===== src/rtl/rics_multicycle_ctrl_pkg.sv =====
// Shared encodings for the RICS multi-cycle control FSM: opcodes, mux select codes, state set.
package rics_multicycle_ctrl_pkg;

  typedef enum logic [3:0] {
    S_FETCH,
    S_DECODE,
    S_EXEC_R,
    S_WB_R,
    S_EXEC_I,
    S_WB_I,
    S_MEM_ADDR,
    S_MEM_RD,
    S_WB_MEM,
    S_MEM_WR,
    S_BRANCH,
    S_JUMP,
    S_HALT
  } state_e;

  localparam logic [3:0] OP_RTYPE = 4'h0;
  localparam logic [3:0] OP_ADDI  = 4'h1;
  localparam logic [3:0] OP_ORI   = 4'h2;
  localparam logic [3:0] OP_LW    = 4'h3;
  localparam logic [3:0] OP_SW    = 4'h4;
  localparam logic [3:0] OP_BEQ   = 4'h5;
  localparam logic [3:0] OP_JMP   = 4'h6;
  localparam logic [3:0] OP_HALT  = 4'hF;

  localparam logic [1:0] ALU_FUNC = 2'b00;
  localparam logic [1:0] ALU_ADD  = 2'b01;
  localparam logic [1:0] ALU_SUB  = 2'b10;
  localparam logic [1:0] ALU_OR   = 2'b11;

  localparam logic [1:0] PC_ALU    = 2'b00;
  localparam logic [1:0] PC_ALUOUT = 2'b01;
  localparam logic [1:0] PC_JUMP   = 2'b10;

  localparam logic [1:0] SRCB_REGB  = 2'b00;
  localparam logic [1:0] SRCB_ONE   = 2'b01;
  localparam logic [1:0] SRCB_IMM   = 2'b10;
  localparam logic [1:0] SRCB_BROFF = 2'b11;

endpackage


===== src/rtl/rics_multicycle_ctrl_perf_cnt.sv =====
// Cycle and retired-instruction counters for the RICS control FSM (built only with RICS_PERF_CNT_EN).
module rics_multicycle_ctrl_perf_cnt #(
  parameter int unsigned CNT_W = 32
) (
  input  logic             clk,
  input  logic             rst_n,
  input  logic             countCycle,
  input  logic             retire,
  output logic [CNT_W-1:0] instrCnt,
  output logic [CNT_W-1:0] cycleCnt
);

  always_ff @(posedge clk or negedge rst_n) begin
    if (!rst_n) begin
      instrCnt <= '0;
      cycleCnt <= '0;
    end else begin
      if (retire)     instrCnt <= instrCnt + CNT_W'(1);
      if (countCycle) cycleCnt <= cycleCnt + CNT_W'(1);
    end
  end

endmodule


===== src/rtl/rics_multicycle_ctrl.sv =====
// Main control FSM of the multi-cycle RICS datapath.
// Optional perf counters are built when RICS_PERF_CNT_EN is defined.
module rics_multicycle_ctrl
  import rics_multicycle_ctrl_pkg::*;
#(
  parameter int unsigned OPC_W = 4,
  parameter int unsigned CNT_W = 32
) (
  input  logic             inp_clk,
  input  logic             inp_rst_n,
  input  logic [OPC_W-1:0] inp_opcode,
  input  logic             inp_zero,
  input  logic             inp_memReady,
  output logic             out_memRead,
  output logic             out_memWrite,
  output logic             out_iorD,
  output logic             out_irWrite,
  output logic             out_pcWrite,
  output logic             out_pcWriteCond,
  output logic [1:0]       out_pcSrc,
  output logic             out_aluSrcA,
  output logic [1:0]       out_aluSrcB,
  output logic [1:0]       out_aluOp,
  output logic             out_regWrite,
  output logic             out_regDst,
  output logic             out_memToReg,
  output logic             out_halted,
  output logic             out_illegal,
  output logic [CNT_W-1:0] out_instrCnt,
  output logic [CNT_W-1:0] out_cycleCnt
);

  state_e state, nextState;
  logic   illegalSet;

  // The zero flag gates the PC write inside the datapath; the FSM never needs it.
  logic unusedZero;
  assign unusedZero = inp_zero;

  always_ff @(posedge inp_clk or negedge inp_rst_n) begin
    if (!inp_rst_n) state <= S_FETCH;
    else            state <= nextState;
  end

  always_ff @(posedge inp_clk or negedge inp_rst_n) begin
    if (!inp_rst_n)      out_illegal <= 1'b0;
    else if (illegalSet) out_illegal <= 1'b1;
  end

  // Outputs are forced low while reset is held, so a mid-instruction reset drops them at once.
  always_comb begin
    nextState       = state;
    illegalSet      = 1'b0;
    out_memRead     = 1'b0;
    out_memWrite    = 1'b0;
    out_iorD        = 1'b0;
    out_irWrite     = 1'b0;
    out_pcWrite     = 1'b0;
    out_pcWriteCond = 1'b0;
    out_pcSrc       = PC_ALU;
    out_aluSrcA     = 1'b0;
    out_aluSrcB     = SRCB_REGB;
    out_aluOp       = ALU_FUNC;
    out_regWrite    = 1'b0;
    out_regDst      = 1'b0;
    out_memToReg    = 1'b0;
    out_halted      = 1'b0;
    if (inp_rst_n) begin
      case (state)
        S_FETCH: begin
          out_memRead = 1'b1;
          out_aluSrcB = SRCB_ONE;
          out_aluOp   = ALU_ADD;
          out_irWrite = inp_memReady;
          out_pcWrite = inp_memReady;
          if (inp_memReady) nextState = S_DECODE;
        end
        S_DECODE: begin
          out_aluSrcB = SRCB_BROFF;
          out_aluOp   = ALU_ADD;
          case (inp_opcode)
            OPC_W'(OP_RTYPE): nextState = S_EXEC_R;
            OPC_W'(OP_ADDI),
            OPC_W'(OP_ORI):   nextState = S_EXEC_I;
            OPC_W'(OP_LW),
            OPC_W'(OP_SW):    nextState = S_MEM_ADDR;
            OPC_W'(OP_BEQ):   nextState = S_BRANCH;
            OPC_W'(OP_JMP):   nextState = S_JUMP;
            OPC_W'(OP_HALT):  nextState = S_HALT;
            default: begin
              nextState  = S_HALT;
              illegalSet = 1'b1;
            end
          endcase
        end
        S_EXEC_R: begin
          out_aluSrcA = 1'b1;
          nextState   = S_WB_R;
        end
        S_WB_R: begin
          out_regWrite = 1'b1;
          out_regDst   = 1'b1;
          nextState    = S_FETCH;
        end
        S_EXEC_I: begin
          out_aluSrcA = 1'b1;
          out_aluSrcB = SRCB_IMM;
          out_aluOp   = (inp_opcode == OPC_W'(OP_ORI)) ? ALU_OR : ALU_ADD;
          nextState   = S_WB_I;
        end
        S_WB_I: begin
          out_regWrite = 1'b1;
          nextState    = S_FETCH;
        end
        S_MEM_ADDR: begin
          out_aluSrcA = 1'b1;
          out_aluSrcB = SRCB_IMM;
          out_aluOp   = ALU_ADD;
          nextState   = (inp_opcode == OPC_W'(OP_LW)) ? S_MEM_RD : S_MEM_WR;
        end
        S_MEM_RD: begin
          out_memRead = 1'b1;
          out_iorD    = 1'b1;
          if (inp_memReady) nextState = S_WB_MEM;
        end
        S_WB_MEM: begin
          out_regWrite = 1'b1;
          out_memToReg = 1'b1;
          nextState    = S_FETCH;
        end
        S_MEM_WR: begin
          out_memWrite = 1'b1;
          out_iorD     = 1'b1;
          if (inp_memReady) nextState = S_FETCH;
        end
        S_BRANCH: begin
          out_aluSrcA     = 1'b1;
          out_aluOp       = ALU_SUB;
          out_pcWriteCond = 1'b1;
          out_pcSrc       = PC_ALUOUT;
          nextState       = S_FETCH;
        end
        S_JUMP: begin
          out_pcWrite = 1'b1;
          out_pcSrc   = PC_JUMP;
          nextState   = S_FETCH;
        end
        S_HALT: out_halted = 1'b1;
        default: nextState = S_FETCH;
      endcase
    end
  end

`ifdef RICS_PERF_CNT_EN
  logic countCycle, retire;
  assign countCycle = (state != S_HALT);
  assign retire     = (state != S_FETCH) && (nextState == S_FETCH);

  rics_multicycle_ctrl_perf_cnt #(
    .CNT_W(CNT_W)
  ) uPerfCnt (
    .clk       (inp_clk),
    .rst_n     (inp_rst_n),
    .countCycle(countCycle),
    .retire    (retire),
    .instrCnt  (out_instrCnt),
    .cycleCnt  (out_cycleCnt)
  );
`else
  assign out_instrCnt = '0;
  assign out_cycleCnt = '0;
`endif

endmodule


===== config.mk =====
export PLATFORM = sky130hd
export DESIGN_NAME = rics_multicycle_ctrl
export DESIGN_NICKNAME = d
export VERILOG_FILES = /design/src/rtl/rics_multicycle_ctrl_pkg.sv /design/src/rtl/rics_multicycle_ctrl_perf_cnt.sv /design/src/rtl/rics_multicycle_ctrl.sv
export SDC_FILE = /design/constraint.sdc
export NUM_CORES = 1
export LEC_CHECK = 0
export BUFFER_PORTS_ARGS = -buffer_cell sky130_fd_sc_hd__buf_2
export CAP_MARGIN = 20
export CORE_AREA = 10 10 77 59
export DETAILED_ROUTE_END_ITERATION = 10
export DIE_AREA = 0 0 87 69
export GPL_TIMING_DRIVEN = 0
export PLACE_DENSITY = 0.86
export SYNTH_ARGS = -nofsm -noshare
export SYNTH_HDL_FRONTEND = slang
export SYNTH_SLANG_ARGS = --single-unit

===== constraint.sdc =====
create_clock -name inp_clk -period 3.55 [get_ports inp_clk]
set_clock_uncertainty 0.05 [all_clocks]
set_input_delay 0.71 -clock inp_clk [delete_from_list [all_inputs] [get_ports inp_clk]]
set_output_delay 0.71 -clock inp_clk [all_outputs]
set_load 0.02 [all_outputs]

==> out/results.md <==
| Group | Quantity | Reported |
| --- | --- | --- |
| global route | Congestion Overflow GR | 0 |
| drt | Number of vias after detailed routing | 1150 |
| sta | Total of endpoints with negative setup slack in the final report | 0 |
| power and ir drop | Pwr dens | 467 mW/mm² |
| drt | 1st-iter DRT viols | 135 |
| global route | Via count of the first global-routing pass | 1042 |
| layout | Fraction of layout cells with a size suffix above 1 | 39.4% |
| die | Height of the die | 69 µm |
| layout | Most frequent standard cell in the layout excluding fill and tap cells | buf_4 |
| power and ir drop | Design Power | 0.000763 W |
| setup path | Reg2reg start | state[1] |
| drt | Routed wire length | 3380 µm |
| drt | DRC violations left | 0 |
| cts | Number of cells upsized or downsized after cts | 0 |
| global route | Most used routing layer in global routing | met2 |
| drt | DR vias/cell | 3.94 |
| layout | Antenna diode count | 0 |
| die | Die footprint | 0.00600 mm² |
| setup path | Reg2Reg Capture Point | state[2] |
| sta | RSZ-0062 raised after global routing | false |
| drt | First-pass iteration count of the detailed router | 4 |
| logic synthesis | Yosys Warn Count | 0 |
| setup path | Cell-by-cell listing of the critical path | clkbuf_1, clkbuf_1, nand2_1, nor2_1, buf_4, buf_2 |
| die | Starting density of the core | 38.5% |
| sta | Setup TNS Final | 0 ns |
| placement | Final RePlAce weighted congestion | 0.935 |
| layout | Final net count | 263 |
| logic synthesis | Post-synthesis average cell area | 7.24 µm² |
| drt | Remaining antenna violation count | 0 |
| layout | Fill cell instance count of the final layout | 308 |
| cts | Clock buffers created by TritonCTS | 3 |
| logic synthesis | Commonest register cell after synthesis | dfrtp_1 |
| layout | Area delta synth->final | 37.4% |
| setup path | Largest fanout of any net on the critical path | 10 |
| cts | Buffers inserted during post-CTS setup optimization | 0 |
| setup path | Register-to-Register Path Depth | 5 |
| global route | First-pass GRT wire length | 5150 µm |
| setup path | Critical-path cell with the highest stage delay | clkbuf_1 |
| setup path | Worst reg2reg setup slack | 1.97 ns |
| outcome | Result of the run | finished, final reports clean |
| sta | Highest achievable clock rate | 390 MHz |
| global route | Global routing met2 resource utilization | 16.5% |
| die | # IOs | 90 |
| power and ir drop | Highest ir drop seen on vdd | 0.174 mV |
| logic synthesis | Cell area after synthesis | 0.00119 mm² |
| die | Rows | 17 |
| die | Overall die width | 87 µm |
| cts | CTS hold repair buffers | 0 |
| logic synthesis | Dominant cell type by area after synthesis | buf_4 |
| setup path | Setup crit end kind | primary output |
| logic synthesis | Number of instances in the synthesized netlist | 164 |
| global route | GR Util met3 | 5.62% |
| setup path | CP arrival | 1.80 ns |
| logic synthesis | Distinct cell type count of the synthesized netlist | 42 |
| power and ir drop | Leakage Power | 0.950 nW |
| sta | Shortest period the worst path allows | 2.56 ns |
| placement | Post-DP HPWL | 2970 µm |
| logic synthesis | EDFF count, synth | 0 |
| setup path | Required time reported for the critical path endpoint | 2.79 ns |
| cts | Clock slew at the register clock pins of the worst setup and hold paths | 0.04 ns |
| cts | Root Buffer | clkbuf_8 |
| global route | Number of antenna violations at the first check in global routing | 0 |
| cts | Clock insertion delay at the later pin of the skew report | 0.23 ns |
| global route | Largest net degree at the start of global routing | 11 |
| logic synthesis | Synth area leaders | buf_4 41%, dfrtp_1 11%, nor2_1 3.8%, nand2b_1 3.7%, a21oi_1 3.4% |
| placement | Count of input and output buffers | 23 |
| setup path | Most frequent cell on the critical path | clkbuf_1 |
| min path | HP Class | input pin to async pin |
| global route | Overall global routing resource usage | 10.4% |
| logic synthesis | Synthesized flop and latch total | 5 |
| setup path | Crit start category | flip-flop |
| setup path | Worst Path Class, Setup | flip-flop to primary output |
| cts | CTS tree | built |
| logic synthesis | Portion of the post-synthesis area used by sequential elements | 10.5% |
| cts | Maximum root-to-sink buffer count | 2 |
| logic synthesis | Async set or reset register ratio after synthesis | 100% |
| drt | Post-detailed-route wirelength per cell | 11.6 µm |
| global route | Global-route met1 utilization | 10.8% |
| sta | Fin. max-slew vios | 0 |
| sta | Hold Violations, Final | 0 |
| layout | Top library cells by usage in the layout, fill and taps aside | 65 x buf_4, 64 x conb_1, 27 x buf_2 |
| die | Core outline area | 0.00308 mm² |
| job | Max Cap Viol | 0 |
| cts | Number of clock sinks seen by CTS | 5 |
| cts | H-tree depth reported by CTS | 1 |
| logic synthesis | Post-synth top area share | 41.1% |
| sta | Crit share post-route | 72.1% |
| setup path | Crit-path max cell delay | 0.40 ns |
per-stage QoR:
stage | instance area, µm² | worst slack (ns) | utilization (%) | cells | hold slack (ns)
after global routing | 1630 | 0.869 | 52.9 | 292 | 0.258
after detailed placement | 1590 | 1.01 | 51.4 | 288 | 0.403
final | 1630 | 0.989 | 52.9 | 292 | 0.250
after floorplan | 1420 | 1.10 | - | 227 | 0.364
after global placement | 1590 | 1.01 | 51.4 | 288 | 0.404
after CTS | 1630 | 1.01 | 52.9 | 292 | 0.252
cells by family (layout without fill, tap and decap cells):
family / Yosys count / after routing / share of synthesized area (%)
other: 1 / 64 / 0.316
XOR/XNOR: 2 / 2 / 1.48
AO/OA/AOI/OAI: 28 / 28 / 15.7
AND/OR/NAND/NOR: 52 / 52 / 25.7
buffers and inverters: 76 / 103 / 46.3
flip-flops: 5 / 5 / 10.5
metal layers:
layer  share of wire (%)  wire (µm)  up-vias
li1                    -          -      607
met5                   0          0        -
met2                  48       1620       65
met3                  15        498        4
met4                 1.5         50        0
met1                  36       1220      474
area by class of cell:
| class | instances | area [µm²] | share of cell area, % |
|---|---|---|---|
| plain buffers | 75 | 546 | 33.4 |
| clock buffers | 4 | 45.0 | 2.76 |
| inverters | 1 | 3.75 | 0.230 |
| multi-input cells | 146 | 749 | 45.9 |
| flip-flops and latches | 5 | 125 | 7.67 |
| well taps | 38 | 47.5 | 2.91 |
| repair buffers | 23 | 115 | 7.06 |
power by group:
part / total [W] / internal, W / switching (W)
Combinational: 0.000560 / 0.000212 / 0.000347
Sequential: 0.0000919 / 0.0000794 / 0.0000125
Clock: 0.000111 / 0.0000776 / 0.0000336
Total: 0.000763 / 0.000369 / 0.000394
sequential cells by signal (all words and copies together), names as in the netlist:
name         cells
state            4
out_illegal      1
cells in the mapped netlist, drive strengths merged (3+ instances only):
cell type	n
nor3	3
nor2	12
nand2b	7
clkbuf	3
o21a	3
nand3	4
dfrtp	5
o21ai	6
a21oi	8
nor2b	4
buf	72
nand2	6
nor3b	4
worst max-delay path: cells and delay by family (launching register included):
kind | cells | cell delay [ns]
DFF | 1 | 0.31
and+or+nand+nor | 2 | 0.32
buffers and inverters | 4 | 0.96
worst max path at each step:
stage	start	to	slack, ns	cells past startpoint
after floorplan	inp_rst_n	out_regDst	1.10	3
final	state[3]	out_pcSrc[0]	0.99	6
after detailed placement	inp_rst_n	out_pcSrc[0]	1.01	6
after global placement	inp_rst_n	out_regDst	1.01	5
after global routing	inp_rst_n	out_regDst	0.87	5
after CTS	state[3]	out_pcSrc[0]	1.01	6
No activity file was read; power rests on OpenSTA's default activity.
